<file path="config.mk">
export PLATFORM = sky130hd
export DESIGN_NAME = pll_fb_divider
export DESIGN_NICKNAME = d
export VERILOG_FILES = /design/src/rtl/pll_fb_divider.sv
export SDC_FILE = /design/constraint.sdc
export NUM_CORES = 1
export LEC_CHECK = 0
export BUFFER_PORTS_ARGS = -buffer_cell sky130_fd_sc_hd__buf_2
export CAP_MARGIN = 5
export CORE_AREA = 2 2 44 86
export CTS_BUF_LIST = sky130_fd_sc_hd__clkbuf_8
export DETAILED_ROUTE_END_ITERATION = 8
export DIE_AREA = 0 0 46 88
export PLACE_DENSITY_LB_ADDON = 0.2
export SYNTH_ARGS = -nofsm -noshare
export SYNTH_HDL_FRONTEND = slang
export SYNTH_SLANG_ARGS = --single-unit
</file>
<file path="constraint.sdc">
create_clock -name clk_out -period 2.8 [get_ports clk_out]
set_input_delay 0.56 -clock clk_out [delete_from_list [all_inputs] [get_ports clk_out]]
set_output_delay 0.56 -clock clk_out [all_outputs]
set_load 0.1 [all_outputs]
</file>
<file path="src/rtl/pll_fb_divider.sv">
// Programmable integer feedback divider: clk_fb = clk_out / n_active with ceil(N/2) high cycles.
// Latency: clk_fb/fb_pulse register the counter state one clk_out edge after it is decoded.
// No backpressure: en=0 holds the divider idle; div_load is a fire-and-forget strobe.
//
// Ports:
//   clk_out   in   divided clock source (VCO output), the only clock
//   rst_n     in   asynchronous active-low reset
//   en        in   1 = divider runs, 0 = counter and outputs held at zero
//   div_n     in   requested ratio, sampled when div_load=1
//   div_load  in   capture div_n into the shadow ratio register
//   clk_fb    out  divided feedback clock (registered)
//   fb_pulse  out  1-cycle strobe in the clk_out cycle where clk_fb rises
//   n_active  out  ratio currently in effect
//   cfg_err   out  1-cycle strobe: the last div_load requested a ratio below 2
module pll_fb_divider #(
    parameter int CNT_W     = 8,
    parameter int DEFAULT_N = 10
) (
    input  logic             clk_out,
    input  logic             rst_n,
    input  logic             en,
    input  logic [CNT_W-1:0] div_n,
    input  logic             div_load,
    output logic             clk_fb,
    output logic             fb_pulse,
    output logic [CNT_W-1:0] n_active,
    output logic             cfg_err
);

    localparam logic [CNT_W-1:0] DEF_N = CNT_W'(DEFAULT_N);
    localparam logic [CNT_W-1:0] MIN_N = CNT_W'(2);

    logic [CNT_W-1:0] cnt;
    logic [CNT_W-1:0] shadow;
    logic             pend;

    logic [CNT_W:0]   half_n;
    logic [CNT_W-1:0] last_cnt;
    logic             wrap;
    logic             boundary;
    logic             div_bad;
    logic [CNT_W-1:0] div_clamped;

    // One extra bit so N = 2**CNT_W-1 does not overflow when rounding up.
    assign half_n      = ({1'b0, n_active} + (CNT_W+1)'(1)) >> 1;
    // n_active never drops below 2, so this subtraction cannot wrap.
    assign last_cnt    = n_active - CNT_W'(1);
    assign wrap        = (cnt == last_cnt);
    // Ratio changes only where a period starts afresh: at the wrap, or while idle.
    assign boundary    = !en || wrap;
    assign div_bad     = (div_n < MIN_N);
    assign div_clamped = div_bad ? MIN_N : div_n;

    // Period counter and decoded outputs.
    always_ff @(posedge clk_out or negedge rst_n) begin
        if (!rst_n) begin
            cnt      <= '0;
            clk_fb   <= 1'b0;
            fb_pulse <= 1'b0;
        end else if (en) begin
            clk_fb   <= ({1'b0, cnt} < half_n);
            fb_pulse <= (cnt == '0);
            cnt      <= wrap ? '0 : cnt + CNT_W'(1);
        end else begin
            // Truncating a high phase here is acceptable: the loop is out of lock while idle.
            cnt      <= '0;
            clk_fb   <= 1'b0;
            fb_pulse <= 1'b0;
        end
    end

    // Shadow/pending ratio handling. A load on the same edge as a boundary
    // does not take effect there: the boundary consumes the pre-edge shadow/pend,
    // and the new load re-arms pend for the following boundary.
    always_ff @(posedge clk_out or negedge rst_n) begin
        if (!rst_n) begin
            n_active <= DEF_N;
            shadow   <= DEF_N;
            pend     <= 1'b0;
            cfg_err  <= 1'b0;
        end else begin
            cfg_err <= div_load && div_bad;

            if (boundary && pend) begin
                n_active <= shadow;
            end

            if (div_load) begin
                shadow <= div_clamped;
                pend   <= 1'b1;
            end else if (boundary) begin
                pend   <= 1'b0;
            end
        end
    end

endmodule

</file>
---- Yosys cells after proc, flatten, opt, wreduce, memory -nomap -nowiden ----
Index checks and enable logic that the tools add are counted.
word-level totals
  register bits ........................... 28
  input port bits ......................... 12
  output and inout bits ................... 11
  word-level logic and storage cells ...... 26
operators by class
  add/sub/neg operators ................... 3
  magnitude comparators ................... 2
  eq/ne operators ......................... 1
  muxes and demuxes ....................... 7
  reduce and logical (&&, ||, !) cells .... 6
operator list
  operator                                                               number
  8-bit 2-to-1 mux                                                       3
  8-bit by 1-bit adder with 9-bit output (second input constant)         1
  8-bit by 1-bit adder with 8-bit output (second input constant)         1
  8-bit == test                                                          1
  8-bit logical NOT                                                      1
  8-bit by 2-bit < comparator with 1-bit output (second input constant)  1
  8-bit < comparator                                                     1
  8-bit by 1-bit subtractor with 8-bit output (second input constant)    1
  1-bit 2-to-1 mux                                                       4
  1-bit logical AND                                                      2
  2-bit nonzero test                                                     1
  1-bit logical NOT                                                      1
  1-bit logical OR                                                       1

---- Logic depth before layout (Yosys ltp) ----
  depth in word-level cells ............... 5
  gate-level depth with buffers ........... 8
  gate-level depth less buffers ........... 8

---- Worst setup path after synthesis ----
Ideal clock, no wire load.
  path kind ............................... reg2reg
  start point ............................. register n_active[4]
  end point ............................... register n_active[0]
  setup time .............................. 126 ps
  data arrival time ....................... 3,159 ps
  required time ........................... 2,674 ps
  setup slack ............................. -485 ps
  cell stages (with the launch flop) ...... 8
  buffers on the path ..................... 1
  period minus slack after synthesis ...... 3,285 ps
  path through ............................ dfrtp_1 buf_2 or3_1 or4b_1 a2111oi_2 nand2_1 a211oi_4 mux2_2
on the way
  cells in the longest elaborated chain, start to end .. 4
RTL lines
  element                                      line  source
  start, declared                              26    output logic [CNT_W-1:0] n_active,
  start signal, assigned                       85    n_active <= shadow;
  8-bit by 1-bit subtractor with 8-bit output  47    assign last_cnt = n_active - CNT_W'(1);
  8-bit == test                                48    assign wrap = (cnt == last_cnt);
  1-bit logical OR                             50    assign boundary = !en || wrap;
  1-bit logical AND                            84    if (boundary && pend) begin
Every way passes these cells.
A chain may end at the register's enable or synchronous reset.

---- Worst setup path in the final report ----
Ends and elaborated chain as after synthesis.

==> impl_metrics.toml <==
[placement]
dp.cells = 216
gp_congestion = 0.8256
hpwl_um = 2949
port_buffers = 22

[cts]
ctsRootBufferMaster = "clkbuf_8"
hold_buffers = 0
cts_buffer_depth = 2
cts.sinks = 28
tritoncts = "yes"
htree_levels = 1
clk_pin_slew_ns = 0.09
cts_made_buffers = 3
clock_latency_ns = 0.28

[synthesis]
async_flop_share_pct = 100.0
synth_top_area_share_pct = 35.19
synth_top_flop_cell = "dfrtp_1"
yosysWarnings = 0
synth-edff-count = 0
yosys-top-cells-area = "dfrtp_1 (35%), mux2_2 (8.6%), ha_1 (8.1%)"
syn_inst = 161
synth.distinct_cells = 38
yosysTopAreaCell = "dfrtp_1"
synth_seq_cells = 28
synth_nets = 184
ys_seq_area_share_pct = 41.35
netlist_area_mm2 = 0.001707
syn_avg_cell_area_um2 = 10.60

[die]
dieArea_mm2 = 0.004048
core_region_area_mm2 = 0.003378
row_count = 30
die_h_um = 88
dieWidth_um = 46
start_util_pct = 50.52
io_pins = 23

[flow_run]
cap_violations = 0

[cells_and_area]
drive_gt1_share_pct = 31.75
nFillCells = 289
syn_to_final_growth_pct = 15.69
antennaDiodeCount = 0
layout_commonest_cell = "buf_2"
final_cell_mix = "buf_2 (22), dfrtp_1 (20), nor2_1 (14)"
stdcell_count = 221
regArea_um2 = 713.2
layout.nets = 213
multi_input_area_um2 = 952.2

[power]
power_density_mw_per_mm2 = 1233
power_mw = 2.435
ir_drop_uv = 687.6
leakagePower_nw = 0.9329

[outcome]
outcome = "completed"

[global_route]
grt.total_usage_pct = 22.57
grt_overflow = 0
grt_max_degree = 29
grt_pass1_vias = 1463
antenna_found_initial = 0
grt_pass1_wl_um = 6561

[sta]
finalSetupViolCount = 0
max_slew.worst_pin.slew_ns = 0.6133
final.min_clock_period_ns = 2.779
fin_crit_sh_pct = 99.24
relSlewSlack_pct = 59.11
fmax_ghz = 0.3599
fin_worst_skew_ns = 0.004748
finalMaxSlewViolations = 0
hold_viol = 0
holdWs_ns = 0.2840

[drt]
vias = 1340
wl_per_cell_um = 17.59
firstDrtPassIters = 4
drt-initial-drc-count = 32
drc = 0
ant_nets = 0
vias_per_cell = 6.063
wl_um = 3888

[setup_path]
startpoint_type = "flop"
startpoint = "n_active[4]"
cp.required_ns = 2.97
reg2reg_from = "n_active[4]"
critical_path_class = "flop to flop"
crit_path_end_kind = "flop"
critPathMaxFanout = 8
arrival_ns = 2.94

[worst_hold_path]
hp-class = "input pin to asynchronous set/reset pin"
-- cells in the mapped netlist, types with 2 or more instances --
library cell,count
nand3_1,9
ha_1,11
mux2_2,13
xnor2_1,10
dfrtp_1,24
nor2_1,14
nor3_1,2
nor2b_1,4
a211oi_1,2
clkbuf_1,6
a21o_1,2
and3_1,7
a31oi_1,4
o21bai_1,4
xor2_1,9
a211o_1,2
inv_1,7
dfstp_2,4
a21oi_1,2
nor4_1,2
or3_1,3
o21ai_0,4
-- what timing repair did --
action	4_1_cts	5_1_grt
gates resized for setup	0	2
setup buffers	0	1
endpoints found under the hold margin	0	0
setup endpoints to repair	0	7
-- critical path, cell delays in order, from the launching register on --
cell	delay (ns)
dfrtp_4	0.48
or3_1	0.37
or4b_4	0.52
a2111oi_4	0.35
nand2_1	0.18
a211oi_4	0.28
buf_12	0.16
mux2_2	0.33
-- final cells by class --
cell class	count	share of cell area, %
Multi-Input combinational cell	118	48.23
Tap cell	32	2.028
Timing Repair Buffer	32	10.01
Clock inverter	1	0.1901
Sequential cell	28	36.12
Clock buffer	3	2.091
Inverter	7	1.331
-- routing by layer --
metal,vias up,track usage [%],routed length [µm]
met5,-,0,0
met1,639,21.64,1292
li1,625,-,-
met4,0,14.81,253
met3,22,2.887,140
met2,54,41.29,2201
-- power breakdown --
group          internal [mW]  switching [mW]  leakage, nW  total, mW
Sequential             0.528           0.106        0.337      0.634
Clock                 0.0986           0.125       0.0269      0.223
Combinational          0.527            1.05        0.569       1.58
-- cells by family after synthesis --
logic type      after synthesis  synth area share [%]
fa+ha+maj                    11                 8.064
flops                        28                 41.35
compound gates               24                 10.85
simple gates                 49                 15.69
mux                          14                 9.164
buf+inv                      15                 3.812
xor+xnor                     20                 11.07
-- registers in the layout, indices dropped and copies added (netlist names) --
signal,flops
n_active,8
pend,1
fb_pulse,1
cfg_err,1
shadow,8
cnt,8
clk_fb,1
-- worst paths after layout --
check | endpoint | slack (ns) | cells after the start
max in group asynchronous | n_active[4] | 2.06 | 1
worst max register to register | n_active[0] | 0.02 | 7
worst max-delay path | n_active[0] | 0.02 | 7
worst min register to register | n_active[2] | 0.51 | 1
worst min-delay path | cnt[6] | 0.28 | 1
min in group clk_out | n_active[2] | 0.51 | 1
-- per-stage QoR --
stage          area [µm²]  util [%]  TNS [ns]  setup slack (ns)
6_report             1974     58.44         0           0.02132
5_1_grt              1974     58.44   -0.2851          -0.05998
4_1_cts              1951     57.74         0           0.04346
3_5_place_dp         1906     56.41         0           0.09522
3_3_place_gp         1906     56.41         0            0.1453
2_1_floorplan        1720         -    -1.004           -0.1559
No activity file was read; power rests on OpenSTA's default activity.
